### config.mk
export PLATFORM = sky130hd
export DESIGN_NAME = ddf_pick_nflux
export DESIGN_NICKNAME = d
export VERILOG_FILES = /design/src/rtl/ddf_pick_nflux.sv
export SDC_FILE = /design/constraint.sdc
export NUM_CORES = 1
export LEC_CHECK = 0
export ABC_AREA = 0
export CAP_MARGIN = 10
export CELL_PAD_IN_SITES_DETAIL_PLACEMENT = 1
export CELL_PAD_IN_SITES_GLOBAL_PLACEMENT = 2
export CORE_ASPECT_RATIO = 1.4
export CORE_MARGIN = 4
export CORE_UTILIZATION = 40
export DETAILED_ROUTE_END_ITERATION = 10
export PLACE_DENSITY_LB_ADDON = 0.1
export SLEW_MARGIN = 20
export SYNTH_ARGS = -nofsm -noshare
export SYNTH_HDL_FRONTEND = slang
export SYNTH_SLANG_ARGS = --single-unit
### constraint.sdc
create_clock -name clk -period 4.5 [get_ports clk]
set_input_delay 0.675 -clock clk [delete_from_list [all_inputs] [get_ports clk]]
set_output_delay 0.675 -clock clk [all_outputs]
set_load 0.005 [all_outputs]
### src/rtl/ddf_pick_nflux.sv
// ddf_pick_nflux: multi-flux DDF PICK actor.
// Tagged data and control (NDA) tokens land in per-flux FIFOs. A control token
// of payload K selects its flux and makes the actor reduce the next K data
// tokens of that flux (sum modulo 2^DATA_WIDTH or unsigned max) into one tagged
// output token. Fluxes are granted round-robin and a grant is held until its
// result has been written downstream.
//
// Handshake: an input token is accepted on a cycle with its write strobe high
// and the addressed in_port_full*[f] low (full comes from the registered count,
// so a pop in the same cycle does not make room). A write to a full FIFO is
// dropped and recorded in the sticky overflow[f]. Downstream, out_port_write is
// the valid and !out_port_full the ready; the token transfers on a cycle where
// both hold, and out_port_dataout stays stable until then.

// Per-flux FIFO with registered occupancy; no fall-through.
module ddf_pick_fifo #(
  parameter int W     = 8,
  parameter int DEPTH = 8
) (
  input  logic         clk,
  input  logic         rst,
  input  logic         wr_en,
  input  logic [W-1:0] wr_data,
  input  logic         rd_en,
  output logic [W-1:0] rd_data,
  output logic         full,
  output logic         empty,
  output logic         drop
);
  localparam int AW = (DEPTH > 1) ? $clog2(DEPTH) : 1;
  localparam int CW = AW + 1;

  logic [W-1:0]  mem [DEPTH];
  logic [AW-1:0] wp_q, wp_d, rp_q, rp_d;
  logic [CW-1:0] cnt_q, cnt_d;
  logic          push, pop;

  assign full    = (cnt_q == CW'(DEPTH));
  assign empty   = (cnt_q == '0);
  assign push    = wr_en && !full;
  assign pop     = rd_en && !empty;
  assign drop    = wr_en && full;
  assign rd_data = mem[rp_q];

  // Pointer and occupancy update; a simultaneous push and pop keeps the count.
  always_comb begin
    wp_d  = wp_q;
    rp_d  = rp_q;
    cnt_d = cnt_q;
    if (push) wp_d = wp_q + AW'(1);
    if (pop)  rp_d = rp_q + AW'(1);
    if (push && !pop)      cnt_d = cnt_q + CW'(1);
    else if (pop && !push) cnt_d = cnt_q - CW'(1);
  end

  // Pointer and count registers.
  always_ff @(posedge clk or posedge rst) begin
    if (rst) begin
      wp_q  <= '0;
      rp_q  <= '0;
      cnt_q <= '0;
    end else begin
      wp_q  <= wp_d;
      rp_q  <= rp_d;
      cnt_q <= cnt_d;
    end
  end

  // Storage array; contents are don't-care while the count says empty.
  always_ff @(posedge clk) begin
    if (push) mem[wp_q] <= wr_data;
  end
endmodule

module ddf_pick_nflux #(
  parameter int FLUX       = 2,
  parameter int DATA_WIDTH = 8,
  parameter int TAG_WIDTH  = $clog2(FLUX),
  parameter int WIDTH      = DATA_WIDTH + TAG_WIDTH,
  parameter int DEPTH      = 8,
  parameter int MODE       = 0
) (
  input  logic             clk,
  input  logic             rst,
  input  logic             in_port_write,
  input  logic [WIDTH-1:0] in_port_datain,
  output logic [FLUX-1:0]  in_port_full,
  input  logic             in_port_write_nda,
  input  logic [WIDTH-1:0] in_port_datain_nda,
  output logic [FLUX-1:0]  in_port_full_nda,
  output logic             out_port_write,
  output logic [WIDTH-1:0] out_port_dataout,
  input  logic             out_port_full,
  output logic [FLUX-1:0]  overflow,
  output logic [1:0]       dbg_state
);
  localparam logic [1:0] ST_IDLE  = 2'd0;
  localparam logic [1:0] ST_ACCUM = 2'd1;
  localparam logic [1:0] ST_EMIT  = 2'd2;

  logic [TAG_WIDTH-1:0]  d_tag, n_tag;
  logic [FLUX-1:0]       d_full, d_empty, d_pop, d_drop;
  logic [FLUX-1:0]       n_full, n_empty, n_pop, n_drop;
  logic [DATA_WIDTH-1:0] d_head [FLUX];
  logic [DATA_WIDTH-1:0] n_head [FLUX];

  logic [1:0]            state_q, state_d;
  logic [TAG_WIDTH-1:0]  sel_q, sel_d;
  logic [TAG_WIDTH-1:0]  rr_q, rr_d;
  logic [DATA_WIDTH-1:0] k_q, k_d;
  logic [DATA_WIDTH-1:0] cnt_q, cnt_d;
  logic [DATA_WIDTH-1:0] acc_q, acc_d;
  logic [FLUX-1:0]       ovf_q, ovf_d;

  logic                  grant_vld;
  logic [TAG_WIDTH-1:0]  grant_idx;
  logic [TAG_WIDTH-1:0]  cand;

  assign d_tag = in_port_datain[WIDTH-1 -: TAG_WIDTH];
  assign n_tag = in_port_datain_nda[WIDTH-1 -: TAG_WIDTH];

  // One data FIFO and one control FIFO per flux; tags with no matching flux hit nothing.
  for (genvar f = 0; f < FLUX; f++) begin : g_flux
    logic d_hit, n_hit;
    assign d_hit = in_port_write     && (d_tag == TAG_WIDTH'(f));
    assign n_hit = in_port_write_nda && (n_tag == TAG_WIDTH'(f));

    ddf_pick_fifo #(.W(DATA_WIDTH), .DEPTH(DEPTH)) u_data (
      .clk     (clk),
      .rst     (rst),
      .wr_en   (d_hit),
      .wr_data (in_port_datain[DATA_WIDTH-1:0]),
      .rd_en   (d_pop[f]),
      .rd_data (d_head[f]),
      .full    (d_full[f]),
      .empty   (d_empty[f]),
      .drop    (d_drop[f])
    );

    ddf_pick_fifo #(.W(DATA_WIDTH), .DEPTH(DEPTH)) u_nda (
      .clk     (clk),
      .rst     (rst),
      .wr_en   (n_hit),
      .wr_data (in_port_datain_nda[DATA_WIDTH-1:0]),
      .rd_en   (n_pop[f]),
      .rd_data (n_head[f]),
      .full    (n_full[f]),
      .empty   (n_empty[f]),
      .drop    (n_drop[f])
    );
  end

  // Round-robin search: first flux at or after rr with a pending control token.
  always_comb begin
    grant_vld = 1'b0;
    grant_idx = '0;
    cand      = '0;
    for (int i = 0; i < FLUX; i++) begin
      cand = TAG_WIDTH'((int'(rr_q) + i) % FLUX);
      if (!grant_vld && !n_empty[cand]) begin
        grant_vld = 1'b1;
        grant_idx = cand;
      end
    end
  end

  // Pick FSM: grant a flux, reduce K of its data tokens, hold the result until accepted.
  always_comb begin
    state_d = state_q;
    sel_d   = sel_q;
    rr_d    = rr_q;
    k_d     = k_q;
    cnt_d   = cnt_q;
    acc_d   = acc_q;
    n_pop   = '0;
    d_pop   = '0;
    case (state_q)
      ST_IDLE: begin
        if (grant_vld) begin
          n_pop[grant_idx] = 1'b1;
          sel_d = grant_idx;
          k_d   = n_head[grant_idx];
          cnt_d = '0;
          acc_d = '0;
          rr_d  = (grant_idx == TAG_WIDTH'(FLUX - 1)) ? '0 : grant_idx + TAG_WIDTH'(1);
          if (n_head[grant_idx] != '0) state_d = ST_ACCUM;
        end
      end
      ST_ACCUM: begin
        // The locked flux waits indefinitely for data; no other flux can preempt it.
        if (!d_empty[sel_q]) begin
          d_pop[sel_q] = 1'b1;
          if (MODE == 0) acc_d = acc_q + d_head[sel_q];
          else           acc_d = (d_head[sel_q] > acc_q) ? d_head[sel_q] : acc_q;
          cnt_d = cnt_q + DATA_WIDTH'(1);
          if (cnt_d == k_q) state_d = ST_EMIT;
        end
      end
      ST_EMIT: begin
        if (!out_port_full) state_d = ST_IDLE;
      end
      default: state_d = ST_IDLE;
    endcase
  end

  // Sticky per-flux overflow from either FIFO of the flux.
  always_comb begin
    ovf_d = ovf_q | d_drop | n_drop;
  end

  // FSM and datapath registers; reset aborts any pick in progress.
  always_ff @(posedge clk or posedge rst) begin
    if (rst) begin
      state_q <= ST_IDLE;
      sel_q   <= '0;
      rr_q    <= '0;
      k_q     <= '0;
      cnt_q   <= '0;
      acc_q   <= '0;
      ovf_q   <= '0;
    end else begin
      state_q <= state_d;
      sel_q   <= sel_d;
      rr_q    <= rr_d;
      k_q     <= k_d;
      cnt_q   <= cnt_d;
      acc_q   <= acc_d;
      ovf_q   <= ovf_d;
    end
  end

  assign in_port_full     = d_full;
  assign in_port_full_nda = n_full;
  assign overflow         = ovf_q;
  assign out_port_write   = (state_q == ST_EMIT) && !out_port_full;
  assign out_port_dataout = (state_q == ST_EMIT) ? {sel_q, acc_q} : '0;
  assign dbg_state        = state_q;
endmodule
==> results.md, run 1 <==
- GRT overflow: 0
- Status: finished clean
- Slew Limit Fails: 0
- Reg2reg end: acc_q[6]$_DFFE_PP0P_
- First-pass DRT Iterations: 4
- Top-count cell post-synth: edfxtp_1
- Final Skew: 21.5 ps
- Max-slew headroom: 33.0%
- Setup Total Neg Slack: 0 ps
- Mean Syn Cell Area: 16.5 um2
- # DRC: 0
- Hold Path Depth: 1
- Finished Cell Area: 16000 um2
- Avg WL per Cell: 22.5 um
- Largest net degree at the start of global routing: 44
- Synth top cells by count: edfxtp_1, dfrtp_1, nand2_1, nor2_1, mux4_2
- Depth of the most critical reg-to-reg path: 11
- VDD IR-drop max: 0.328 mV
- Io pins: 41
- Layout Nets: 958
- Finish-stage setup viols: 0
- Final wirelength: 31000 um
- # clock sinks: 326
- CP Launch Type: flip-flop
- Mapped cell area: 13900 um2
- Net Count, Synth: 898
- Hold Crit Class: reg -> reg
- CTS clk-pin slew, worst paths: 60 ps
- Fmax: 0.273 GHz
- WHS: 506 ps
- Antenna-violating nets left: 0
- Critical R2R Launch: g_flux[1].u_data.rp_q[0]$_DFFE_PP0P_
- Mapped Cells: 842
- Post-synth EDFFs: 256
- Number of global-route vias before repair: 8017
- Core area: 34200 um2
- Yosys reg bits: 326
- Yosys top cell area share: 55.3%
- Skew-Pair Late Insertion Delay: 520 ps
- Resized Gates After CTS: 0
- Crit path DAT: 4020 ps
- Final Hold Viols: 0
- Minimum clock period: 3670 ps
- Routability cong.: 0.766
- N_diodes: 0
- Vias: 7278
- CTS Buf Count: 34
- Root Buffer: clkbuf_16
- Hold Startpoint: g_flux[1].u_nda.cnt_q[3]$_DFFE_PP0P_
- Drt via density: 5.29
- Xor/xnor share of the synthesized area: 3.15%
- Hold Buf Count CTS: 0
- Longest Clk Path Bufs: 3
- Yosys warnings: 0
- Tot Pwr: 10400 uW
- Final period util: 81.5%
- # Post-CTS Setup Buffers: 0
- Leakage power figure: 0.00553 uW
- RSZ-0062 raised after global routing: no
- Setup CP Type: reg -> reg
- Library cells used by synthesis: 51
- H-tree depth: 2
- Synth Area in Simple Gates: 6.69%
- Reg2reg setup slack: 830 ps
- Post-synthesis mux area share: 12.8%
- Prevailing post-synth register cell: edfxtp_1
- Compound-Gate Fraction of Synth Area: 4.28%
- Max-cap violations: 0
- Global-route wire length before repair: 47800 um
- Largest family of logic cells by synthesized area: multiplexers
- Ys async rst share: 21.5%
- Initial Utilization: 40.6%
- CP Data Required Time: 4850 ps
- Port Buffers: 40
- Chip Width: 166 um
- 1st-iter DRT viols: 365
- Area after DPL: 14800 um2
- DP HPWL: 22800 um
- Worst Path Max Fanout: 11
- Hold path endpoint: g_flux[1].u_nda.cnt_q[3]$_DFFE_PP0P_
- Initial antenna violation count: 0
- Synth top area cells: edfxtp_1, dfrtp_1, mux4_2, mux4_1, ha_1
- Power per cell area: 650 nW/um2
- CTS tree: done
- Die Span Y: 229 um
- Area grow syn2layout: 15.0%
- Post-synth top area cell: edfxtp_1
- Crit. End Element: flip-flop
- Post-synthesis adder-cell area fraction: 3.24%
- Sequential area share after synthesis: 67.9%
- Die ar.: 37800 um2
- Share of cells above drive strength 1: 15.0%
- Least-Margin Pin Slew: 1000 ps
- Row Count: 80
- GRT Overall Usage: 16.7%
==> power by group <==
group | switching [uW] | internal [uW]
registers | 610 | 3750
clock network | 1160 | 1800
logic | 1560 | 1510
==> logic make-up after synthesis <==
kind of cell	count (synthesis)
buf+inv	50
fa+ha+maj	33
compound gates	94
mux	96
simple gates	193
flops	326
xor+xnor	50
==> layer usage <==
layer	wire, um	GRT usage [%]
met5	0	0
met4	1060	5.98
met3	853	2.51
met2	18000	32.3
met1	11100	18.1
==> critical path: stages, from the launching register on <==
cell	delay [ps]
dfrtp_1	740
mux4_2	570
mux2i_1	420
a21oi_1	150
ha_1	250
fa_1	410
a21o_1	180
a21o_1	200
a21o_1	180
a21oi_1	160
xor2_1	150
o21ai_0	90
==> metrics by stage <==
stage               util (%)  setup WS (ps)  instances
finish                  46.7            831       1377
global route            46.7            542       1377
CTS                     46.7            761       1377
detailed placement      43.2            806       1317
floorplan                  -           1150        842
global placement        43.2            842       1317
==> cells in the final DEF (no fill, tap or decap), types with 9 or more instances in the layout <==
| cell | instances |
|---|---|
| a211oi_1 | 11 |
| a21o_1 | 9 |
| a21oi_1 | 23 |
| and2_1 | 11 |
| buf_4 | 19 |
| clkbuf_16 | 35 |
| clkdlybuf4s50_1 | 40 |
| dfrtp_1 | 70 |
| edfxtp_1 | 256 |
| ha_1 | 28 |
| inv_1 | 14 |
| mux2_2 | 13 |
| mux2i_1 | 23 |
| mux4_1 | 14 |
| mux4_2 | 45 |
| nand2_1 | 60 |
| nand2b_1 | 15 |
| nor2_1 | 49 |
| nor2b_1 | 20 |
| nor3_1 | 14 |
| o21ai_0 | 25 |
| xnor2_1 | 32 |
| xor2_1 | 18 |
==> registers in the layout (all words and copies together) (netlist names), 8 cells and up <==
register and count:
g_flux.u_data.mem 128, g_flux.u_data.cnt_q 8, g_flux.u_nda.cnt_q 8, k_q 8, cnt_q 8, acc_q 8, g_flux.u_nda.mem 128
==> worst max path at each step <==
stage                                                    start              endpoint  slack [ps]  cells after the start
after floorplan           g_flux[0].u_data.rp_q[0]$_DFFE_PP0P_  acc_q[7]$_DFFE_PP0P_        1150                     13
after global placement    g_flux[1].u_data.rp_q[0]$_DFFE_PP0P_  acc_q[7]$_DFFE_PP0P_         840                     11
after detailed placement  g_flux[1].u_data.rp_q[0]$_DFFE_PP0P_  acc_q[7]$_DFFE_PP0P_         810                     11
after CTS                 g_flux[1].u_data.rp_q[0]$_DFFE_PP0P_  acc_q[7]$_DFFE_PP0P_         760                     11
after global routing      g_flux[1].u_data.rp_q[0]$_DFFE_PP0P_  acc_q[7]$_DFFE_PP0P_         540                     11
final                     g_flux[1].u_data.rp_q[0]$_DFFE_PP0P_  acc_q[6]$_DFFE_PP0P_         830                     11
==> area by class of cell <==
| type | count | area [um2] |
|---|---|---|
| fillers | 3343 | 18200 |
| flip-flops and latches | 326 | 9440 |
| multi-input cells | 466 | 4190 |
| clock buffers | 40 | 905 |
| well taps | 451 | 564 |
| repair buffers | 59 | 543 |
| clock inverters | 20 | 292 |
| inverters | 15 | 57.6 |
(Power assumes the default switching activity.)
==> inputs of run 2 (changes only) <==
==> constraint.sdc (replaced) <==
create_clock -name clk -period 3.1 [get_ports clk]
set_input_delay 0.465 -clock clk [delete_from_list [all_inputs] [get_ports clk]]
set_output_delay 0.465 -clock clk [all_outputs]
set_load 0.005 [all_outputs]
==> run 2 against run 1 <==
Effect of this change: first-iteration DRC count shrank 19%; utilization grew 1.5 points; sequential cell count is the same; non-clock buffer count grew 76; sequential power grew 42%; worst setup slack lost 790 ps; clock skew shrank 6.8 ps; largest power group unchanged.
==> results.md, run 2 (synthesis gave the netlist of run 1 again) <==
- Grt met1 use: 17.6% (-0.40 points)
- CP Depth: 13 (+2)
- Final wirelength: 31200 um (+0.71%)
- Drt via density: 5.10 (-3.6%)
- Io pins: 41 (unchanged)
- Leakage power figure: 0.00586 uW (+5.9%)
- Worst Path Max Fanout: 5 (-6)
- Commonest non-fill, non-tap cell in the layout: edfxtp_1
- Combinational power share: 35.4% (+5.8 points)
- Row Count: 80 (unchanged)
- Sw Pwr: 5000 uW (+50%)
- Grt peak-use layer: met2
- Initial antenna violation count: 0 (unchanged)
- VDD IR-drop max: 0.623 mV (+90%)
- GRT overflow: 0 (unchanged)
- Most frequent cells in the layout: edfxtp_1, buf_4, dfrtp_1
- Hold Buf Count CTS: 0 (unchanged)
- CP Launch Type: flip-flop
- Initial Utilization: 40.6% (unchanged)
- Skew-Pair Late Insertion Delay: 510 ps (about the same)
- Fmax: 0.327 GHz (+20%)
- # DRC: 0 (unchanged)
- Final design utilization: 48.2% (+1.5 points)
- Crit path buf inv count: 2 (+2)
- Depth of the most critical reg-to-reg path: 13 (+2)
- Clock share of power: 24.1% (-4.4 points)
- Biggest regs: g_flux.u_data.mem: 128 flops, g_flux.u_nda.mem: 128 flops
- Power per cell area: 930 nW/um2 (+43%)
- Antenna-violating nets left: 0 (unchanged)
- CTS tree: done
- Area after DPL: 15400 um2 (+4.0%)
- RSZ-0062 raised after global routing: yes
- Final period util: 98.7% (+17 points)
- Fillers: 3334 (-0.27%)
- Multi-input gate area: 4250 um2 (+1.5%)
- GRT met2 Usage: 35.4% (+3.0 points)
- Final Skew: 14.8 ps (-6.75 ps)
- Critical-path top delay cell: mux4_2
- Global-route wire length before repair: 49400 um (+3.5%)
- Root Buffer: clkbuf_16
- Max-cap violations: 0 (unchanged)
- H-tree depth: 2 (unchanged)
- CTS clk-pin slew, worst paths: 60 ps (about the same)
- Status: finished clean
- Internal power: 10300 uW (+46%)
- Die ar.: 37800 um2 (unchanged)
- Slowest stage delay, CP: 490 ps (-250 ps)
- CTS Buf Count: 34 (unchanged)
- Layout Nets: 1034 (+7.9%)
- Routability cong.: 0.772 (+0.74%)
- Largest net degree at the start of global routing: 42 (-4.5%)
- Crit. End Element: flip-flop
- Die Span Y: 229 um (unchanged)
- Final Hold Viols: 0 (unchanged)
- Crit path DAT: 3440 ps (-580 ps)
- Setup CP Type: reg -> reg
- Finish-stage setup viols: 0 (unchanged)
- Longest Clk Path Bufs: 3 (unchanged)
- DP HPWL: 23200 um (+2.1%)
- Top delay family on crit path: compound AO/OA/AOI/OAI gates
- Least-Margin Pin Slew: 740 ps (-261 ps)
- Avg WL per Cell: 21.5 um (-4.6%)
- Chip Width: 166 um (unchanged)
- Met3 GRT Util: 2.44% (-0.072 points)
- Max-slew headroom: 50.5% (+17 points)
- Core area: 34200 um2 (unchanged)
- Vias: 7411 (+1.8%)
- CP dominant cell by count: a21o_1
- 1st-iter DRT viols: 294 (-19%)
- Critical Path, Cell by Cell: buf_6 -> mux4_2 -> mux2i_1 -> buf_4 -> a21oi_2 -> ha_2 -> fa_2 -> a21o_1 -> a21o_1 -> a21o_1 -> a21oi_2 -> xor2_1 -> o21ai_1
- CP Data Required Time: 3490 ps (-1360 ps)
- Slew Limit Fails: 0 (unchanged)
- Share of cells above drive strength 1: 22.3% (+7.3 points)
- GRT Overall Usage: 17.2% (+0.48 points)
- Number of global-route vias before repair: 8425 (+5.1%)
- Seq pwr share: 40.5% (-1.5 points)
- Finished Cell Area: 16500 um2 (+3.2%)
- Port Buffers: 40 (unchanged)
- N_diodes: 0 (unchanged)
- Hold Crit Class: in -> async
- Minimum clock period: 3060 ps (-611 ps)
- Net Sw Frac: 32.6% (+0.53 points)
- Area grow syn2layout: 18.7%
- FF/Latch Area: 9440 um2 (about the same)
- First-pass DRT Iterations: 4 (unchanged)
- # clock sinks: 326 (unchanged)
## run 2: changes by cell type in the layout (fill, tap and decap cells not counted), sizes merged
cell      previous run  this run
clkinv              10        15
buf                 19        95
bufinv               6         0
clkinvlp             4         5
clkbuf              40        41
## run 2: power by group through the flow
stage / Sequential (uW) / Combinational [uW] / Clock (uW)
floorplan: 5920 / 3720 / 0
global placement: 6220 / 5170 / 0
detailed placement: 6280 / 5360 / 0
CTS: 6210 / 5490 / 3820
global route: 6320 / 6020 / 4010
finish: 6210 / 5430 / 3700
## run 2: per-layer routing
layer,wire length [um],up-vias,part of all wire (%)
met5,0,-,0
met4,618,0,2.0
met3,699,41,2.2
met2,19200,77,61
met1,10800,3808,34
li1,-,3485,-
## run 2: final cells by class
| class | count | area share [%] |
|---|---|---|
| Timing Repair Buffer | 135 | 7.12 |
| Clock buffer | 41 | 5.45 |
| Tap cell | 451 | 3.42 |
| Clock inverter | 20 | 0.645 |
| Inverter | 15 | 0.349 |
| Multi-Input combinational cell | 466 | 25.8 |
| Sequential cell | 326 | 57.2 |
## run 2: worst paths after layout
path | endpoint | start | slack (ps)
max reg2reg | acc_q[6]$_DFFE_PP0P_ | g_flux[1].u_data.rp_q[0]$_DFFE_PP0P_ | 40
min in group clk | g_flux[0].u_data.cnt_q[3]$_DFFE_PP0P_ | g_flux[0].u_data.cnt_q[3]$_DFFE_PP0P_ | 500
min | g_flux[1].u_nda.cnt_q[3]$_DFFE_PP0P_ | rst | 320
max in group asynchronous | acc_q[4]$_DFFE_PP0P_ | rst | 2120
min reg2reg | g_flux[0].u_data.cnt_q[3]$_DFFE_PP0P_ | g_flux[0].u_data.cnt_q[3]$_DFFE_PP0P_ | 500
max | acc_q[6]$_DFFE_PP0P_ | g_flux[1].u_data.rp_q[0]$_DFFE_PP0P_ | 40
## run 2: timing repair
action                                 in CTS  in global routing
pin swaps                                   4                  7
setup buffers                               2                  1
endpoints found under the hold margin       0                  0
resized for setup                          13                  8
setup endpoints to repair                   2                  3
## run 2: worst reg2reg max path, stage by stage (launching register included)
cell and delay, ps:
dfrtp_2 460, buf_6 150, mux4_2 490, mux2i_1 150, buf_4 150, a21oi_2 70, ha_2 190, fa_2 370
a21o_1 170, a21o_1 180, a21o_1 180, a21oi_2 150, xor2_1 150, o21ai_1 70
## run 2: stage by stage
| step | TNS, ps | std cells | power, uW | hold WS, ps | setup slack (ps) |
|---|---|---|---|---|---|
| 2_1_floorplan | 0 | 842 | 9640 | 454 | 8.51 |
| 3_3_place_gp | -342 | 1390 | 11400 | 472 | -232 |
| 3_5_place_dp | -377 | 1390 | 11600 | 493 | -205 |
| 4_1_cts | -10.9 | 1453 | 15500 | 328 | -9.69 |
| 5_1_grt | -278 | 1454 | 16300 | 360 | -142 |
| 6_report | 0 | 1454 | 15300 | 320 | 41.8 |
==> inputs of run 3 (changes only) <==
--- a/config.mk
+++ b/config.mk
@@ -6,6 +6,7 @@
 export NUM_CORES = 1
 export LEC_CHECK = 0
 export ABC_AREA = 0
+export ABC_CLOCK_PERIOD_IN_PS = 3100
 export CAP_MARGIN = 10
 export CELL_PAD_IN_SITES_DETAIL_PLACEMENT = 1
 export CELL_PAD_IN_SITES_GLOBAL_PLACEMENT = 2
==> results of run 3 <==
No change in the layout: final DEF, timing and power equal those of run 2.
